`src/rtl/regfile_wb_arbiter_if.sv`:
```
`default_nettype none
// ============================================================================
// Module      : regfile_wb_arbiter_if
// Description : Bus bundle between two write-back requesters (ALU = req0,
//               load unit = req1), the register-file write port and the
//               write-back arbiter.
//               slave  : arbiter view (takes requests, drives grants/write)
//               master : requester/regfile view (drives requests and hold)
//               Signals:
//                 hold                   - regfile write port busy
//                 reqN_valid/rd/data     - write request N
//                 reqN_ready             - request N accepted this cycle
//                 wr_en/wr_addr/wr_data  - registered regfile write port
//                 wr_valid               - write stage occupied / bypass valid
//                 conflict_cnt           - saturating contention counter
// Revision    : 1.0 - initial release
// ============================================================================
interface regfile_wb_arbiter_if #(
    parameter int bits            = 32,
    parameter int no_of_registers = 32
);
    localparam int c_AW = $clog2(no_of_registers);

    logic                       hold;
    logic                       req0_valid;
    logic [c_AW-1:0]            req0_rd;
    logic [bits-1:0]            req0_data;
    logic                       req0_ready;
    logic                       req1_valid;
    logic [c_AW-1:0]            req1_rd;
    logic [bits-1:0]            req1_data;
    logic                       req1_ready;
    logic [no_of_registers-1:0] wr_en;
    logic [c_AW-1:0]            wr_addr;
    logic [bits-1:0]            wr_data;
    logic                       wr_valid;
    logic [7:0]                 conflict_cnt;

    modport slave (
        input  hold,
        input  req0_valid, req0_rd, req0_data,
        output req0_ready,
        input  req1_valid, req1_rd, req1_data,
        output req1_ready,
        output wr_en, wr_addr, wr_data, wr_valid, conflict_cnt
    );

    modport master (
        output hold,
        output req0_valid, req0_rd, req0_data,
        input  req0_ready,
        output req1_valid, req1_rd, req1_data,
        input  req1_ready,
        input  wr_en, wr_addr, wr_data, wr_valid, conflict_cnt
    );
endinterface
`default_nettype wire

```
`src/rtl/regfile_wb_arbiter.sv`:
```
`default_nettype none
// ============================================================================
// Module      : regfile_wb_arbiter
// Description : Two-requester write-back arbiter in front of a register-file
//               write port. Grants are combinational from the current valids,
//               hold and a round-robin priority bit; an accepted request is
//               registered into a single write stage one cycle later.
//               Ports:
//                 clk          - clock, all state on rising edge
//                 async_reset  - asynchronous active-low reset
//                 bus          - regfile_wb_arbiter_if.slave bundle
// Revision    : 1.0 - initial release
// ============================================================================
module regfile_wb_arbiter #(
    parameter int bits            = 32,
    parameter int no_of_registers = 32
) (
    input  logic                   clk,
    input  logic                   async_reset,
    regfile_wb_arbiter_if.slave    bus
);
    localparam int                         c_AW      = $clog2(no_of_registers);
    localparam logic [7:0]                 c_CNT_MAX = 8'hFF;
    localparam logic [no_of_registers-1:0] c_ONE     = no_of_registers'(1);

    logic                       r_prio;       // 0: req0 wins a tie, 1: req1 wins
    logic                       r_wr_valid;
    logic [c_AW-1:0]            r_wr_addr;
    logic [bits-1:0]            r_wr_data;
    logic [7:0]                 r_conflict_cnt;

    logic                       w_ready0;
    logic                       w_ready1;
    logic                       w_contend;
    logic [no_of_registers-1:0] w_wr_en;

    // Grants depend only on inputs and r_prio, never on the write stage.
    // Gating with async_reset keeps both grants low while reset is held.
    assign w_contend = bus.req0_valid & bus.req1_valid & ~bus.hold;
    assign w_ready0  = async_reset & ~bus.hold & bus.req0_valid
                     & (~bus.req1_valid | ~r_prio);
    assign w_ready1  = async_reset & ~bus.hold & bus.req1_valid
                     & (~bus.req0_valid | r_prio);

    // Register x0 is hard-wired, so a write to it never raises an enable.
    assign w_wr_en = (r_wr_valid && (r_wr_addr != '0)) ? (c_ONE << r_wr_addr)
                                                       : '0;

    always_ff @(posedge clk or negedge async_reset) begin
        if (!async_reset) begin
            r_prio         <= 1'b0;
            r_wr_valid     <= 1'b0;
            r_wr_addr      <= '0;
            r_wr_data      <= '0;
            r_conflict_cnt <= '0;
        end else begin
            if (w_ready0) begin
                r_wr_valid <= 1'b1;
                r_wr_addr  <= bus.req0_rd;
                r_wr_data  <= bus.req0_data;
                r_prio     <= 1'b1;
            end else if (w_ready1) begin
                r_wr_valid <= 1'b1;
                r_wr_addr  <= bus.req1_rd;
                r_wr_data  <= bus.req1_data;
                r_prio     <= 1'b0;
            end else begin
                // Address and data keep their last value; only valid drops.
                r_wr_valid <= 1'b0;
            end

            if (w_contend && (r_conflict_cnt != c_CNT_MAX)) begin
                r_conflict_cnt <= r_conflict_cnt + 8'd1;
            end
        end
    end

    assign bus.req0_ready   = w_ready0;
    assign bus.req1_ready   = w_ready1;
    assign bus.wr_en        = w_wr_en;
    assign bus.wr_addr      = r_wr_addr;
    assign bus.wr_data      = r_wr_data;
    assign bus.wr_valid     = r_wr_valid;
    assign bus.conflict_cnt = r_conflict_cnt;
endmodule
`default_nettype wire

```
`src/flat_wrapper.sv`:
```
// flat-port wrapper written by rule: the top's interface ports become plain ports
module regfile_wb_arbiter_flat 
#(
    parameter int bits            = 32,
    parameter int no_of_registers = 32
)
  (clk, async_reset, bus_hold, bus_req0_valid, bus_req0_rd, bus_req0_data, bus_req0_ready, bus_req1_valid, bus_req1_rd, bus_req1_data, bus_req1_ready, bus_wr_en, bus_wr_addr, bus_wr_data, bus_wr_valid, bus_conflict_cnt);
  regfile_wb_arbiter_if #(.bits(bits), .no_of_registers(no_of_registers)) bus_i ();
  input  logic clk;
  input  logic async_reset;
  input wire logic [$bits(bus_i.hold)-1:0] bus_hold;
  input wire logic [$bits(bus_i.req0_valid)-1:0] bus_req0_valid;
  input wire logic [$bits(bus_i.req0_rd)-1:0] bus_req0_rd;
  input wire logic [$bits(bus_i.req0_data)-1:0] bus_req0_data;
  output wire logic [$bits(bus_i.req0_ready)-1:0] bus_req0_ready;
  input wire logic [$bits(bus_i.req1_valid)-1:0] bus_req1_valid;
  input wire logic [$bits(bus_i.req1_rd)-1:0] bus_req1_rd;
  input wire logic [$bits(bus_i.req1_data)-1:0] bus_req1_data;
  output wire logic [$bits(bus_i.req1_ready)-1:0] bus_req1_ready;
  output wire logic [$bits(bus_i.wr_en)-1:0] bus_wr_en;
  output wire logic [$bits(bus_i.wr_addr)-1:0] bus_wr_addr;
  output wire logic [$bits(bus_i.wr_data)-1:0] bus_wr_data;
  output wire logic [$bits(bus_i.wr_valid)-1:0] bus_wr_valid;
  output wire logic [$bits(bus_i.conflict_cnt)-1:0] bus_conflict_cnt;
  assign bus_i.hold = bus_hold;
  assign bus_i.req0_valid = bus_req0_valid;
  assign bus_i.req0_rd = bus_req0_rd;
  assign bus_i.req0_data = bus_req0_data;
  assign bus_req0_ready = bus_i.req0_ready;
  assign bus_i.req1_valid = bus_req1_valid;
  assign bus_i.req1_rd = bus_req1_rd;
  assign bus_i.req1_data = bus_req1_data;
  assign bus_req1_ready = bus_i.req1_ready;
  assign bus_wr_en = bus_i.wr_en;
  assign bus_wr_addr = bus_i.wr_addr;
  assign bus_wr_data = bus_i.wr_data;
  assign bus_wr_valid = bus_i.wr_valid;
  assign bus_conflict_cnt = bus_i.conflict_cnt;
  regfile_wb_arbiter #(.bits(bits), .no_of_registers(no_of_registers)) u_core (.clk(clk), .async_reset(async_reset), .bus(bus_i));
endmodule
```
`config.mk`:
```
export PLATFORM = sky130hd
export DESIGN_NAME = regfile_wb_arbiter_flat
export DESIGN_NICKNAME = d
export VERILOG_FILES = /design/src/rtl/regfile_wb_arbiter_if.sv /design/src/rtl/regfile_wb_arbiter.sv /design/src/flat_wrapper.sv
export SDC_FILE = /design/constraint.sdc
export NUM_CORES = 1
export LEC_CHECK = 0
export CORE_ASPECT_RATIO = 0.8
export CORE_MARGIN = 4
export CORE_UTILIZATION = 25
export CTS_CLUSTER_DIAMETER = 60
export DETAILED_ROUTE_END_ITERATION = 8
export GPL_ROUTABILITY_DRIVEN = 0
export GPL_TIMING_DRIVEN = 1
export PLACE_DENSITY_LB_ADDON = 0.15
export SETUP_SLACK_MARGIN = 0.15
export SKIP_LAST_GASP = 1
export SYNTH_ARGS = -nofsm -noshare
export SYNTH_HDL_FRONTEND = slang
export SYNTH_SLANG_ARGS = --single-unit
```
`constraint.sdc`:
```
create_clock -name clk -period 2.05 [get_ports clk]
set_input_delay 0.3075 -clock clk [delete_from_list [all_inputs] [get_ports clk]]
set_output_delay 0.3075 -clock clk [all_outputs]
set_load 0.02 [all_outputs]
```
Yosys cells after proc, flatten, opt, wreduce, memory -nomap -nowiden

Cells that the tools add are included.

$add $sub $neg: 1
Equality and inequality tests: 1
Bitwise operators: 13
Reduce and logical (&&, ||, !) cells: 4
Mux-type cells: 9
Shift-type cells: 1

Operators by type and width:

| operator               | number |
|---|---|
| $mux W32               | 3 |
| $shl A1 B5 Y32 const A | 1 |
| $mux W5                | 2 |
| $add A8 B1 Y8 const B  | 1 |
| $ne A8 B8 Y1 const B   | 1 |
| $and A1 B1 Y1          | 7 |
| $reduce_bool A5 Y1     | 1 |
| $mux W1                | 4 |
| $not A1 Y1             | 4 |
| $logic_and A1 B1 Y1    | 2 |
| $or A1 B1 Y1           | 2 |
| $reduce_bool A2 Y1     | 1 |

Register bits after elaboration: 47
Logic and storage cells: 34
Output and inout port bits: 80
Input bits: 79

Depth between registers and ports, before layout

Gate-level depths: netlist of the first run.

Word-level depth: 6
Depth in mapped cells: 5
Mapped depth without buffers: 4

Least setup slack after synthesis of the first run

Ideal clock, no wire load.

Kind: register to output
From: register u_core.r_wr_addr[3], in the netlist u_core.bus.wr_addr[3]
To: output bus_wr_en[4]
Stages on the path, launching flop included: 5
Arrival time: 1.509 ns
Required time: 1.742 ns
Path slack: 0.233 ns
Buffers on the path: 1
Path through: dfrtp_1 -> clkbuf_1 -> nand2b_1 -> nand2b_1 -> nor3_1

Cells in the longest elaborated chain, start to end: 3
Elaborated cells between the ends (all ways): 4
Those cells by class: shift (1); mux (1); reduce/logical (2)

RTL lines:

| element                | line                     | RTL |
|---|---|---|
| start, declared        | regfile_wb_arbiter.sv:28 | `logic [c_AW-1:0] r_wr_addr;` |
| start signal, assigned | regfile_wb_arbiter.sv:59 | `r_wr_addr <= bus.req0_rd;` |
| start signal, assigned | regfile_wb_arbiter.sv:64 | `r_wr_addr <= bus.req1_rd;` |
| $reduce_bool A5 Y1     | regfile_wb_arbiter.sv:46 | `assign w_wr_en = (r_wr_valid && (r_wr_addr != '0)) ? (c_ONE << r_wr_addr)` |
| $logic_and A1 B1 Y1    | regfile_wb_arbiter.sv:46 |  |
| $mux W32 (*)           | regfile_wb_arbiter.sv:46 |  |
| end, declared          | flat_wrapper.sv:20       | `output wire logic [$bits(bus_i.wr_en)-1:0] bus_wr_en;` |

Every way passes the cells marked *; elsewhere a longest branch is shown, timed or not.

Worst setup path in the final report of the first run

Ends and elaborated chain as after synthesis.

==> results of run 1 <==
==> layer usage <==
layer	vias to the layer above	track usage
met5	-	0
met2	108	0.256
met4	0	0.0323
met3	8	0.0439
li1	1447	-
met1	1410	0.223
==> where the power goes <==
| part | switching, mW | internal, mW |
|---|---|---|
| sequential | 0.148 | 1.12 |
| clock | 0.350 | 0.607 |
| combinational | 0.716 | 0.690 |
==> registers in the layout, summed over array words and instances, names as in the netlist <==
| register | count |
|---|---|
| u_core.bus.wr_addr | 5 |
| u_core.r_prio | 1 |
| u_core.bus.wr_valid | 1 |
| u_core.bus.conflict_cnt | 8 |
| u_core.bus.wr_data | 32 |
==> cell type report <==
cell class	count	area, sq um	area share
repair buffers	184	1690	0.367
multi-input cells	201	1240	0.270
inverters	41	154	0.0333
well taps	140	175	0.0379
clock buffers	6	139	0.0301
clock inverters	2	35.0	0.00759
flip-flops and latches	47	1180	0.255
==> cells in the mapped netlist (4+ instances only) <==
cell / n
nand3_1: 41
inv_1: 41
nand2_1: 10
o311ai_1: 18
clkbuf_1: 18
buf_2: 5
o311ai_0: 18
dfrtp_1: 47
o21ai_0: 39
nand2b_1: 7
mux2_2: 4
nor2_1: 26
nor3_1: 11
==> worst max-delay path by stage <==
stage                                      start             end  slack [ns]  depth (start not counted)
2_1_floorplan  u_core.bus.wr_addr[3]$_DFFE_PN0P_    bus_wr_en[4]        0.23                          4
3_3_place_gp                            bus_hold  bus_req1_ready       -0.12                          5
3_5_place_dp                            bus_hold  bus_req1_ready       -0.12                          5
4_1_cts        u_core.bus.wr_addr[4]$_DFFE_PN0P_   bus_wr_en[18]       -0.01                          5
5_1_grt        u_core.bus.wr_addr[4]$_DFFE_PN0P_   bus_wr_en[18]        0.04                          5
6_report       u_core.bus.wr_addr[3]$_DFFE_PN0P_    bus_wr_en[4]        0.16                          4
==> cells by family after synthesis <==
group / Yosys count
and+or+nand+nor: 110
AOI/OAI and AO/OA: 83
buffers and inverters: 69
DFF: 47
muxes: 5
adders and majority gates: 1
other: 1
xor gates and xnor gates: 1
==> cells in the final DEF, fill, tap and decap left out, drive strengths merged, types with 2 or more instances in the layout <==
cell,synthesis,final
dfrtp,47,47
o311ai,37,37
nor3,11,11
nand2,10,10
nor2,26,26
a21oi,2,2
nor4,3,3
buf,9,36
nand4,2,2
or2,2,2
clkdlybuf4s15,0,8
clkdlybuf4s50,0,122
o21ai,40,40
inv,41,41
mux2,4,4
clkbuf,19,19
nand3,41,41
dlygate4sd2,0,4
and3b,2,2
nand2b,7,7
nor2b,2,2
==> metrics by stage <==
stage           util  power [mW]  cell area [sq um]  hold slack (ns)  setup WS [ns]
6_report       0.447        3.63               4620           0.0394          0.156
5_1_grt        0.447        3.86               4620           0.0723         0.0356
4_1_cts        0.452        3.68               4660           0.0427        -0.0105
3_5_place_dp   0.436        2.69               4500            0.348         -0.123
3_3_place_gp   0.436        2.68               4500            0.349         -0.118
2_1_floorplan      -        1.90               2670           0.0119          0.233
==> what timing repair did <==
item,in CTS,in global routing
hold buffers,0,0
setup endpoints to repair,33,32
cloned,0,0
resized for setup,70,43
buffers inserted,2,0
==> critical path: cells and delay by family, from the launching register on <==
family	cells	cell delay (ns)
buffers and inverters	1	0.28
flip-flops	1	0.44
AND/OR/NAND/NOR	3	0.59
==> impl_metrics.env, run 1 <==
export IMPL_n_fill_cell=1059
export IMPL_p_leak_nw=1.95
export IMPL_ys_seq_elements=47
export IMPL_cts_tree="yes"
export IMPL_synth_ff_type="dfrtp_1"
export IMPL_placed_cells=611
export IMPL_synth_compound_area_frac=0.215
export IMPL_grt_overflow_total=0
export IMPL_ys_types=37
export IMPL_crit_path_max_incr_delay_ns=0.44
export IMPL_synthXorXnorAreaFrac=0.00328
export IMPL_cts_sinks=47
export IMPL_drc=0
export IMPL_pin_count=159
export IMPL_ys_seq_area_frac=0.440
export IMPL_grt_usage=0.162
export IMPL_vdd_drop_max_mv=0.411
export IMPL_antenna_left=0
export IMPL_die_w_um=124
export IMPL_arrival_ns=1.59
export IMPL_synth_fa_ha_area_frac=0.00469
export IMPL_core_area_sq_mm=0.0103
export IMPL_cts_htree_levels=2
export IMPL_powerDensity_mw_per_mm2=786
export IMPL_vias_per_cell=4.79
export IMPL_antenna_cells=0
export IMPL_skew_ns=0.00325
export IMPL_yosys_area_top_type="dfrtp_1"
export IMPL_clk_pin_slew_worst_paths_ns=0.07
export IMPL_r2r_end="u_core.bus.conflict_cnt[1]$_DFFE_PN0P_"
export IMPL_final_max_slew_viol_count=0
export IMPL_cts_root_buf="clkbuf_16"
export IMPL_grt_first_pass_wirelength_um=16200
export IMPL_dieArea_sq_mm=0.0124
export IMPL_syn_cell_area_sq_mm=0.00267
export IMPL_wl_met2_um=4620
export IMPL_slowest_stage="dfrtp_1"
export IMPL_critPathKind="reg2out"
export IMPL_crit_fanout=4
export IMPL_syn_to_final_growth_pct=73.0
export IMPL_rr_worst_depth=4
export IMPL_tns_ns=0
export IMPL_dpl_hpwl_um=7370
export IMPL_synth_async_sr_flop_share=1.00
export IMPL_grt_antenna_before_repair=0
export IMPL_drt_iter0_drc=142
export IMPL_synth_top_cell_area_share=0.440
export IMPL_synth_warnings=0
export IMPL_port_buffer_count=157
export IMPL_die_height_um=100
export IMPL_syn_nets=397
export IMPL_rsz0062_at_grt="yes"
export IMPL_synth_area_leaders="dfrtp_1, nand3_1, o21ai_0"
export IMPL_num_rows=33
export IMPL_yosys_mux_area_fraction=0.0206
export IMPL_clock_path_buffers=2
export IMPL_synthesis_instances=317
export IMPL_start_kind="flip-flop"
export IMPL_synth_edff_count=0
export IMPL_r2r_start="u_core.bus.conflict_cnt[0]$_DFFE_PN0P_"
export IMPL_setup_viol=0
export IMPL_grt_pass1_vias=3122
export IMPL_initial_core_util=0.259
export IMPL_yosys_area_share_simple=0.205
export IMPL_fin_cells=621
export IMPL_drive_above_1_share=0.160
export IMPL_synth_top_family_by_area="compound AO/OA/AOI/OAI gates"
export IMPL_fin_crit_sh=0.924
export IMPL_grt_start_max_net_pins=39
export IMPL_wl_um=10000
export IMPL_fmax_mhz=528
export IMPL_cp_common_cell="nand2b_1"
export IMPL_cp_required_ns=1.74
export IMPL_cts_buffers=5
export IMPL_period_minus_slack_ns=1.89
export IMPL_avgSynthCellArea_sq_um=8.42
export IMPL_worst_r2r_setup_slack_ns=0.36
export IMPL_drt_met1_wl_um=4560
export IMPL_hold_path_class="in2async"
export IMPL_drt_pass1_iter_count=4
export IMPL_dr_wl_met3_um=731
export IMPL_num_vias=2973
export IMPL_finalHoldViolCount=0
export IMPL_outcome="finished, final reports clean"
export IMPL_final_nets=560
export IMPL_crit_chain="nand2b_1 > nand2b_1 > nor3_1 > clkdlybuf4s15_2"
export IMPL_highest_layer="met4"
export IMPL_wl_per_cell_um=16.2
export IMPL_clk_latency_ns=0.28
export IMPL_cap_violations=0
export IMPL_endpoint_kind="output pin"
(Power assumes the default switching activity.)
==> run 2, diff against run 1 <==
--- a/config.mk
+++ b/config.mk
@@ -10,7 +10,6 @@
 export CORE_UTILIZATION = 25
 export CTS_CLUSTER_DIAMETER = 60
 export DETAILED_ROUTE_END_ITERATION = 8
-export GPL_ROUTABILITY_DRIVEN = 0
 export GPL_TIMING_DRIVEN = 1
 export PLACE_DENSITY_LB_ADDON = 0.15
 export SETUP_SLACK_MARGIN = 0.15
==> results of run 2 <==
The final DEF is identical to that of run 1; final timing and power are the same.
==> run 3, diff against run 2 <==
--- a/config.mk
+++ b/config.mk
@@ -13,6 +13,7 @@
 export GPL_TIMING_DRIVEN = 1
 export PLACE_DENSITY_LB_ADDON = 0.15
 export SETUP_SLACK_MARGIN = 0.15
+export SKIP_CTS_REPAIR_TIMING = 1
 export SKIP_LAST_GASP = 1
 export SYNTH_ARGS = -nofsm -noshare
 export SYNTH_HDL_FRONTEND = slang
==> impl_metrics.env, run 3 (synthesis gave the netlist of run 1 again) <==
export IMPL_cts_tree="yes"
export IMPL_p_leak_nw=2.34
export IMPL_antenna_cells=0
export IMPL_drc=0
export IMPL_routabilityCongestion=0.811
export IMPL_placed_cells=611
export IMPL_critPathKind="in2out"
export IMPL_final_setup_worst_slack_ns=0.110
export IMPL_die_w_um=124
export IMPL_fin_crit_sh=0.946
export IMPL_finalHoldViolCount=0
export IMPL_hold_slack_ns=0.0346
export IMPL_power_total_mw=3.61
export IMPL_wl_per_cell_um=16.4
export IMPL_drt_iter0_drc=158
export IMPL_powerDensity_mw_per_mm2=768
export IMPL_cts_htree_levels=2
export IMPL_largest_reg_flops=32
export IMPL_setup_viol=0
export IMPL_outcome="finished, final reports clean"
export IMPL_core_area_sq_mm=0.0103
export IMPL_global_route_usage_met1=0.222
export IMPL_drt_pass1_iter_count=4
export IMPL_num_rows=33
export IMPL_skew_ns=0.00417
export IMPL_grt_start_max_net_pins=39
export IMPL_place_area_sq_mm=0.00450
export IMPL_grt_pass1_vias=3086
export IMPL_final_common_cell="clkdlybuf4s50_1"
export IMPL_start_kind="primary input"
export IMPL_syn_to_final_growth_pct=76.3
export IMPL_grt_overflow_total=0
export IMPL_layout_common_cells="clkdlybuf4s50_1, dfrtp_1, nand3_1, inv_1, o21ai_0"
export IMPL_rsz0062_at_grt="yes"
export IMPL_hold_path_class="in2async"
export IMPL_fmax_mhz=516
export IMPL_endpoint_kind="output pin"
export IMPL_cts_root_buf="clkbuf_16"
export IMPL_grt_usage=0.161
export IMPL_period_minus_slack_ns=1.94
export IMPL_grt_use_met2=0.254
export IMPL_clk_pin_slew_worst_paths_ns=0.07
export IMPL_port_buffer_count=157
export IMPL_top_usage_layer="met2"
export IMPL_num_vias=2966
export IMPL_crit_fanout=5
export IMPL_wl_um=10100
export IMPL_vdd_drop_max_mv=0.410
export IMPL_die_height_um=100
export IMPL_gr_usage_met3=0.0439
export IMPL_postLayoutCoreUtil=0.456
export IMPL_arrival_ns=1.63
export IMPL_vias_per_cell=4.79
export IMPL_final_nets=558
export IMPL_grt_antenna_before_repair=0
export IMPL_dpl_hpwl_um=7370
export IMPL_initial_core_util=0.259
export IMPL_cp_required_ns=1.74
export IMPL_cap_violations=0
export IMPL_grt_first_pass_wirelength_um=16100
export IMPL_drive_above_1_share=0.113
export IMPL_fin_cells=619
export IMPL_n_fill_cell=1041
export IMPL_pin_count=159
export IMPL_clk_latency_ns=0.28
export IMPL_design_area_sq_mm=0.00471
export IMPL_tns_ns=0
export IMPL_cts_sinks=47
export IMPL_final_max_slew_viol_count=0
export IMPL_antenna_left=0
export IMPL_dieArea_sq_mm=0.0124
export IMPL_clock_path_buffers=2
export IMPL_cts_buffers=5
export IMPL_preCtsSetupSlack_ns=-0.123
## run 3: layer usage
| layer | share of wire | up-vias |
|---|---|---|
| met3 | 0.069 | 10 |
| met1 | 0.46 | 1402 |
| li1 | - | 1441 |
| met4 | 0.016 | 0 |
| met5 | 0 | - |
| met2 | 0.46 | 113 |
## run 3: worst paths after layout
kind | endpoint | cells past startpoint | slack [ns] | start
worst max-delay path | bus_req1_ready | 4 | 0.11 | bus_req0_valid
min in group clk | u_core.r_prio$_DFFE_PN0P_ | 3 | 0.51 | async_reset
worst max register to register | u_core.bus.conflict_cnt[1]$_DFFE_PN0P_ | 4 | 0.36 | u_core.bus.conflict_cnt[0]$_DFFE_PN0P_
max in group asynchronous | u_core.bus.wr_addr[4]$_DFFE_PN0P_ | 2 | 1.70 | async_reset
worst min register to register | u_core.r_prio$_DFFE_PN0P_ | 1 | 0.51 | u_core.r_prio$_DFFE_PN0P_
worst min-delay path | u_core.bus.conflict_cnt[3]$_DFFE_PN0P_ | 2 | 0.03 | async_reset
## run 3: power by group
| part | switching, mW | internal, mW | total (mW) |
|---|---|---|---|
| Combinational | 0.709 | 0.681 | 1.39 |
| Sequential | 0.150 | 1.12 | 1.27 |
| Clock | 0.350 | 0.607 | 0.957 |
| Total | 1.21 | 2.41 | 3.61 |
## run 3: final cells by class
cell class	count	area, sq um	share of cell area
Inverter	41	154	0.0327
Clock buffer	6	139	0.0295
Sequential cell	47	1180	0.250
Multi-Input combinational cell	201	1220	0.259
Timing Repair Buffer	182	1810	0.384
Tap cell	140	175	0.0372
Clock inverter	2	35.0	0.00744
## run 3: critical path, cell delays in order
cell and delay [ns]:
clkdlybuf4s50_1 0.42, buf_4 0.17, a21oi_1 0.12, clkdlybuf4s50_1 0.62
